## src/rtl/irq_seq_pkg.sv

```systemverilog
// Shared types and constants for the interrupt priority sequencer.
package irq_seq_pkg;

  typedef enum logic [1:0] {IDLE, REQ, CLEAR} irq_seq_state_e;

  localparam int unsigned DefaultPrioW = 2;

  // Smallest id width able to number num_irq lines (at least one bit).
  function automatic int unsigned min_id_w(input int unsigned num_irq);
    return (num_irq > 1) ? $clog2(num_irq) : 1;
  endfunction

endpackage

```

## src/rtl/irq_prio_tree.sv

```systemverilog
// Combinational max-priority finder; on equal priority the lowest index wins.
module irq_prio_tree #(
  parameter int unsigned NUM_IRQ = 32,
  parameter int unsigned PRIO_W  = 2,
  parameter int unsigned ID_W    = 5
) (
  input  logic [NUM_IRQ-1:0]        cand_i,
  input  logic [NUM_IRQ*PRIO_W-1:0] prio_i,
  output logic                      valid_o,
  output logic [ID_W-1:0]           id_o,
  output logic [PRIO_W-1:0]         prio_o
);

  localparam int unsigned Lvls   = $clog2(NUM_IRQ);
  localparam int unsigned Leaves = 2 ** Lvls;
  localparam int unsigned PadW   = Leaves * PRIO_W;

  logic [Leaves-1:0] cand_pad;
  logic [PadW-1:0]   prio_pad;
  logic [Leaves-1:0] node_v;
  logic [PRIO_W-1:0] node_p  [Leaves];
  logic [ID_W-1:0]   node_id [Leaves];

  assign cand_pad = Leaves'(cand_i);
  assign prio_pad = PadW'(prio_i);

  // Pairwise reduction in place: each level halves the live nodes. Node n
  // reads 2n/2n+1, which are never overwritten before being read.
  always_comb begin
    for (int k = 0; k < Leaves; k++) begin
      node_v[k]  = cand_pad[k];
      node_p[k]  = prio_pad[k*PRIO_W +: PRIO_W];
      node_id[k] = ID_W'(k);
    end
    for (int l = 0; l < Lvls; l++) begin
      for (int n = 0; n < (Leaves >> (l + 1)); n++) begin
        if (node_v[2*n+1] && (!node_v[2*n] || (node_p[2*n+1] > node_p[2*n]))) begin
          node_v[n]  = 1'b1;
          node_p[n]  = node_p[2*n+1];
          node_id[n] = node_id[2*n+1];
        end else begin
          node_v[n]  = node_v[2*n] | node_v[2*n+1];
          node_p[n]  = node_p[2*n];
          node_id[n] = node_id[2*n];
        end
      end
    end
  end

  assign valid_o = node_v[0];
  assign id_o    = node_id[0];
  assign prio_o  = node_p[0];

endmodule

```

## src/rtl/irq_priority_sequencer.sv

```systemverilog
// Picks the highest-priority pending line, presents it to the core over a
// req/ack handshake and pulses a clear back to the pending register file.
module irq_priority_sequencer
  import irq_seq_pkg::*;
#(
  parameter int unsigned NUM_IRQ     = 32,
  parameter int unsigned PRIO_W      = DefaultPrioW,
  parameter int unsigned ID_W        = min_id_w(NUM_IRQ),
  parameter bit          ENA_SEC_IRQ = 1'b1
) (
  input  logic                      clk_i,
  input  logic                      rst_i,
  input  logic                      enable_i,
  input  logic [NUM_IRQ-1:0]        pending_i,
  input  logic [NUM_IRQ-1:0]        mask_i,
  input  logic [NUM_IRQ*PRIO_W-1:0] prio_i,
  input  logic [NUM_IRQ-1:0]        sec_mask_i,
  output logic                      core_irq_req_o,
  output logic [ID_W-1:0]           core_irq_id_o,
  output logic                      core_irq_sec_o,
  input  logic                      core_irq_ack_i,
  input  logic [ID_W-1:0]           core_irq_id_i,
  output logic                      clr_valid_o,
  output logic [ID_W-1:0]           clr_id_o,
  output logic                      id_err_o,
  output logic                      busy_o
);

  irq_seq_state_e    state_q;
  logic              req_q, sec_q, clr_valid_q, id_err_q;
  logic [ID_W-1:0]   id_q, clr_id_q;

  logic [NUM_IRQ-1:0] cand;
  logic               win_valid;
  logic [ID_W-1:0]    win_id;
  logic [PRIO_W-1:0]  win_prio_unused;
  logic               win_sec;

  assign cand = enable_i ? (pending_i & mask_i) : '0;

  irq_prio_tree #(
    .NUM_IRQ (NUM_IRQ),
    .PRIO_W  (PRIO_W),
    .ID_W    (ID_W)
  ) u_tree (
    .cand_i  (cand),
    .prio_i  (prio_i),
    .valid_o (win_valid),
    .id_o    (win_id),
    .prio_o  (win_prio_unused)
  );

  always_comb begin
    win_sec = 1'b0;
    for (int k = 0; k < NUM_IRQ; k++) begin
      if (win_id == ID_W'(k)) win_sec = sec_mask_i[k];
    end
  end

  always_ff @(posedge clk_i) begin
    if (rst_i) begin
      state_q     <= IDLE;
      req_q       <= 1'b0;
      id_q        <= '0;
      sec_q       <= 1'b0;
      clr_valid_q <= 1'b0;
      clr_id_q    <= '0;
      id_err_q    <= 1'b0;
    end else begin
      clr_valid_q <= 1'b0;
      id_err_q    <= 1'b0;
      unique case (state_q)
        IDLE: begin
          if (win_valid) begin
            state_q <= REQ;
            req_q   <= 1'b1;
            id_q    <= win_id;
            sec_q   <= win_sec;
          end
        end
        // Held id/sec never change here; only the ack moves us on.
        REQ: begin
          if (core_irq_ack_i) begin
            state_q     <= CLEAR;
            req_q       <= 1'b0;
            clr_valid_q <= 1'b1;
            clr_id_q    <= core_irq_id_i;
            id_err_q    <= (core_irq_id_i != id_q);
          end
        end
        CLEAR:   state_q <= IDLE;
        default: state_q <= IDLE;
      endcase
    end
  end

  assign core_irq_req_o = req_q;
  assign core_irq_id_o  = id_q;
  assign core_irq_sec_o = ENA_SEC_IRQ ? sec_q : 1'b0;
  assign clr_valid_o    = clr_valid_q;
  assign clr_id_o       = clr_id_q;
  assign id_err_o       = id_err_q;
  assign busy_o         = (state_q != IDLE);

endmodule

```

## config.mk

```make
export PLATFORM = sky130hd
export DESIGN_NAME = irq_priority_sequencer
export DESIGN_NICKNAME = d
export VERILOG_FILES = /design/src/rtl/irq_seq_pkg.sv /design/src/rtl/irq_prio_tree.sv /design/src/rtl/irq_priority_sequencer.sv
export SDC_FILE = /design/constraint.sdc
export NUM_CORES = 1
export LEC_CHECK = 0
export ABC_AREA = 1
export CAP_MARGIN = 40
export CORE_MARGIN = 1
export CORE_UTILIZATION = 40
export DETAILED_ROUTE_END_ITERATION = 10
export GPL_ROUTABILITY_DRIVEN = 0
export GPL_TIMING_DRIVEN = 0
export PLACE_DENSITY = 0.79
export SLEW_MARGIN = 10
export SYNTH_ARGS = -nofsm -noshare
export SYNTH_HDL_FRONTEND = slang
export SYNTH_SLANG_ARGS = --single-unit
```

## constraint.sdc

```tcl
create_clock -name clk_i -period 6.4 [get_ports clk_i]
set_input_delay 0.64 -clock clk_i [delete_from_list [all_inputs] [get_ports clk_i]]
set_output_delay 0.64 -clock clk_i [all_outputs]
set_load 0.03 [all_outputs]
```

==> summary.txt, run 1 <==
GRT
  – Pin count of the biggest net entering global routing: 11
  – Global-route congestion overflow total: 34
  – Total routing usage reported by global routing: 77.6%

Yosys
  – Count of state elements after synthesis: 16
  – Count of warnings emitted by yosys: 0
  – Netlist Area Pre-Place: 4350 sq um
  – Count of cell types in the netlist: 42
  – Per-instance average area after synthesis: 5.62 sq um
  – Post-Syn Instances: 774
  – Syn Nets: 996
  – Sequential fraction of the synthesis area: 7.36%

CTS
  – Clock Path Buffers: 2
  – Number of clock sinks: 16
  – Number of buffers inserted during clock tree synthesis: 3
  – Hold_buf cts: 0
  – Clk root buf: sky130_fd_sc_hd__clkbuf_8
  – H-tree depth: 1

Run status
  – Stop err: [ERROR GRT-0232] Routing congestion too high. Check the congestion heatmap in the GUI.
  – Outcome: aborted with a tool error
  – Stop stage: 5_1_grt

Floorplanning
  – Number of I/O pins: 184
  – Die H: 106 microns
  – Number of placement rows: 37
  – Starting Density: 41.8%
  – Chip Width: 106 microns

Place
  – IO Port Bufs: 183
  – Estimated wirelength of the detail-placed design: 10,600 microns

Timing
  – Worst endpoint type: register input
  – Worst-slack endpoint at the end of global-route timing repair: core_irq_sec_o$_SDFFE_PP0P_/D
[layer usage]
| metal | GRT usage (%) | overflow |
|---|---|---|
| met1 | 73.6 | 0 |
| met2 | 93.4 | 23 |
| met3 | 68.1 | 1 |
| met4 | 77.3 | 10 |
| met5 | 42.9 | 0 |
[cells in the mapped netlist, drive strengths merged]
cell type	n	area share, %
o21bai	5	1.4
nand3	79	11
dfxtp	16	7.4
buf	6	1.3
a21boi	1	0.17
nor2	89	8.7
ha	53	15
mux2i	1	0.23
o21ai	66	8.0
a21oi	31	4.0
o21a	2	0.34
or2	6	0.86
nor3b	1	0.17
o211ai	2	0.34
nand4	27	4.0
nand2	234	22
nor3	4	0.46
inv	131	11
xor2	3	0.60
clkbuf	2	0.17
clkinv	4	0.34
o41ai	1	0.20
and3	1	0.14
nand3b	5	0.86
a31oi	4	0.57
[through the flow]
stage | utilization (%) | area [sq um] | hold slack (ps) | cells | worst slack [ps]
after floorplan | - | 4430 | 549 | 774 | -355
after CTS | 83.7 | 8720 | 468 | 1343 | -609
after global placement | 61.8 | 6430 | 453 | 1093 | -1870
after detailed placement | 61.8 | 6430 | 459 | 1093 | -1970
[what timing repair did]
| action | in CTS |
|---|---|
| setup endpoints to repair | 6 |
| gates resized for setup | 297 |
| pin swaps | 201 |
| buffers inserted | 247 |
[logic make-up after synthesis]
logic type | count (synthesis) | share of synthesized area [%]
compound gates | 112 | 15.0
buf+inv | 143 | 13.1
fa+ha+maj | 53 | 15.2
mux | 1 | 0.230
flops | 16 | 7.36
xor+xnor | 3 | 0.604
simple gates | 446 | 48.4
==> inputs of run 2 (changes only) <==
--- a/config.mk
+++ b/config.mk
@@ -12,7 +12,7 @@
 export DETAILED_ROUTE_END_ITERATION = 10
 export GPL_ROUTABILITY_DRIVEN = 0
 export GPL_TIMING_DRIVEN = 0
-export PLACE_DENSITY = 0.79
+export PLACE_DENSITY_LB_ADDON = 0.15
 export SLEW_MARGIN = 10
 export SYNTH_ARGS = -nofsm -noshare
 export SYNTH_HDL_FRONTEND = slang
==> constraint.sdc (replaced) <==
create_clock -name clk_i -period 8.32 [get_ports clk_i]
set_input_delay 0.832 -clock clk_i [delete_from_list [all_inputs] [get_ports clk_i]]
set_output_delay 0.832 -clock clk_i [all_outputs]
set_load 0.03 [all_outputs]
==> summary.txt, run 2 <==
GRT
  – Pin count of the biggest net entering global routing: 11
  – Vias in the first global route: 4,953
  – Total routing usage reported by global routing: 21.3%
  – Number of antenna violations at the first check in global routing: 0
  – Global-route congestion overflow total: 0
  – Wire length of the first global-routing pass: 20,600 microns

Pwr
  – VDD IR-drop max: 0.131 mV
  – Power per Cell Area: 163 nW/um^2
  – LEAKAGE: 3.77 nW

Floorplanning
  – Number of I/O pins: 184
  – Die H: 106 microns
  – DIE AREA: 11,300 sq um
  – Chip Width: 106 microns
  – Number of placement rows: 37
  – Starting Density: 41.8%
  – Core footprint: 10,400 sq um

Place
  – IO Port Bufs: 183
  – Estimated wirelength of the detail-placed design: 10,400 microns
  – Post-placement setup slack: -470 ps

Finish
  – Fillers: 873
  – Highest-count cells in the layout ignoring fill and taps: sky130_fd_sc_hd__nand2_1 (179), sky130_fd_sc_hd__clkdlybuf4s50_1 (165), sky130_fd_sc_hd__inv_1 (112), sky130_fd_sc_hd__nor2_1 (69), sky130_fd_sc_hd__nand3_1 (61)
  – Total number of nets in the final design: 1,244
  – Proportion of layout cells with a drive suffix above 1: 22.9%
  – Leading cell type in the layout, fill and taps excluded: sky130_fd_sc_hd__nand2_1
  – Area overhead of the layout relative to synthesis: 70.2%
  – Diode count: 0

Yosys
  – Count of cell types in the netlist: 42
  – Netlist Area Pre-Place: 4350 sq um
  – Syn Nets: 996
  – Cell type with the highest aggregate area in the netlist: sky130_fd_sc_hd__nand2_1
  – Sequential fraction of the synthesis area: 7.36%
  – Post-Syn Instances: 774
  – Count of warnings emitted by yosys: 0
  – Per-instance average area after synthesis: 5.62 sq um
  – Dominant cell by count in the synthesized netlist: sky130_fd_sc_hd__nand2_1
  – Synth top cells by count: sky130_fd_sc_hd__nand2_1 (210), sky130_fd_sc_hd__inv_1 (122), sky130_fd_sc_hd__nor2_1 (80)
  – Count of state elements after synthesis: 16
  – Dominant cells by area after synthesis: sky130_fd_sc_hd__nand2_1 (18%), sky130_fd_sc_hd__ha_1 (15%), sky130_fd_sc_hd__inv_1 (11%)
  – Number of flops mapped to enable cells by yosys: 0
  – Top_reg_cell synth: sky130_fd_sc_hd__dfxtp_1
  – Fraction of registers with async set or reset after synthesis: 0%
  – Share of the synthesized area in the top cell type: 18.1%

Route
  – First-pass iteration count of the detailed router: 6
  – Detail Route Antenna Nets: 0
  – Via count of the routed design: 5,651
  – Ratio of routed vias to standard cells: 4.89
  – Final WL: 13,500 microns
  – Post-detailed-route wirelength per cell: 11.7 microns
  – Violation count after the first detailed-routing iteration: 244
  – DRC violations left: 0

Timing
  – Layout Skew: 3.24 ps
  – Max-slew headroom at the worst pin: 62.9%
  – Final number of setup-violating endpoints: 0
  – Actual slew at the worst max-slew pin: 557 ps
  – Max Clk Rate: 128 MHz
  – Final period utilization: 94.2%
  – Number of endpoints with negative hold slack in the final report: 0
  – Total negative slack: 0 ps
  – Worst Setup Slack, final: 482 ps
  – Slew Limit Fails: 0
  – Final critical delay including setup and external delays: 7840 ps

Critical path
  – Startpoint of the worst-slack reg-to-reg timing path: state_q[1]
  – Worst R2R Setup Slack: 6610 ps
  – Kind of start point of the critical path: input port
  – Critical path peak fanout: 8
  – Slowest stage delay, CP: 470 ps
  – Cell with the biggest individual delay on the critical path: sky130_fd_sc_hd__clkdlybuf4s50_1
  – Critical Path Sink Type: flip-flop
  – Worst reg-to-reg path cell count: 6
  – Critical Setup Path Class: input port to flip-flop
  – Data arrival time of the critical path: 7950 ps
  – Required time at the worst-slack endpoint: 8430 ps
  – Worst reg2reg path endpoint: core_irq_sec_o
  – Worst path most repeated cell: sky130_fd_sc_hd__nand2_1

Hold path
  – Hold crit path type: flip-flop to flip-flop
  – Instance count along the most critical hold path: 2
  – Endpoint of the worst hold path: clr_id_o[3]
  – Startpoint of the worst hold path: clr_id_o[3]

Run status
  – Outcome: completed

Job
  – Number of maximum-capacitance constraint violations: 0

CTS
  – Clk root buf: sky130_fd_sc_hd__clkbuf_8
  – Number of buffers inserted during clock tree synthesis: 3
  – Number of clock sinks: 16
  – Clock Latency Late Sink: 250 ps
  – H-tree depth: 1
  – Clock Path Buffers: 2
  – Clock transition at the registers of the reported paths: 60 ps
  – Clock tree from TritonCTS: built
==> run 2: cell counts after synthesis <==
Identical to the previous run, type by type.
==> run 2: area by class of cell <==
| class | count | area [sq um] | area share (%) |
|---|---|---|---|
| inverter | 135 | 512 | 6.91 |
| multi-input combinational | 615 | 3970 | 53.6 |
| timing repair buffer | 243 | 2330 | 31.4 |
| clock buffer | 3 | 41.3 | 0.557 |
| sequential | 16 | 320 | 4.32 |
| buffer | 8 | 70.1 | 0.946 |
| tap | 136 | 170 | 2.30 |
==> run 2: cells by family (layout without fill, tap and decap cells) <==
kind of cell,after synthesis,in the layout,synth area share [%]
adders and majority gates,53,53,15.2
muxes,1,1,0.230
AOI/OAI and AO/OA,112,112,15.0
xor gates and xnor gates,3,3,0.604
buffers and inverters,143,389,13.1
DFF,16,16,7.36
and+or+nand+nor,446,446,48.4
==> run 2: worst max-delay path: cells and delay by family <==
family | cells | cell delay (ps)
AO/OA/AOI/OAI | 12 | 1180
adder cells (fa/ha/maj) | 5 | 1410
AND/OR/NAND/NOR | 35 | 3260
buffers and inverters | 9 | 1030
multiplexers | 1 | 210
==> run 2: power by group <==
group          switching, mW  total (mW)  internal [mW]
combinational          0.610        1.05          0.444
sequential            0.0107       0.100         0.0897
clock                 0.0242      0.0563         0.0321
total                  0.644        1.21          0.566
==> run 2: what timing repair did <==
item                       in CTS  in global routing
setup buffers                   6                 54
setup endpoints to repair       1                  1
pin swaps                       1                102
hold buffers                    0                  0
gates resized for setup         8                165
==> run 2: layer usage <==
metal	wire length (microns)	global-route usage, %	share of wire (%)	vias up
met5	0	0	0	-
met4	166	3.97	1.2	0
met3	632	2.15	4.7	18
met2	6760	38.6	50	127
met1	5960	27.2	44	2489
li1	-	-	-	3017
==> run 2: worst max-delay path by stage <==
stage | to | slack, ps | depth (start not counted) | start
floorplan | core_irq_sec_o | 1140 | 62 | prio_i[29]
global placement | core_irq_sec_o | -420 | 57 | enable_i
detailed placement | core_irq_sec_o | -470 | 54 | enable_i
CTS | core_irq_sec_o | 10 | 64 | prio_i[13]
global route | core_irq_sec_o | -130 | 62 | prio_i[28]
finish | core_irq_sec_o | 480 | 62 | prio_i[28]
==> run 2: through the flow <==
| stage | area, sq um | hold WS, ps | power [mW] | cells | util (%) |
|---|---|---|---|---|---|
| 2_1_floorplan | 4350 | 549 | 0.710 | 774 | - |
| 3_3_place_gp | 6350 | 456 | 0.953 | 1093 | 61.0 |
| 3_5_place_dp | 6350 | 457 | 0.963 | 1093 | 61.0 |
| 4_1_cts | 6450 | 465 | 1.03 | 1102 | 61.9 |
| 5_1_grt | 7410 | 482 | 1.33 | 1156 | 71.1 |
| 6_report | 7410 | 462 | 1.21 | 1156 | 71.1 |
(Power assumes the default switching activity.)
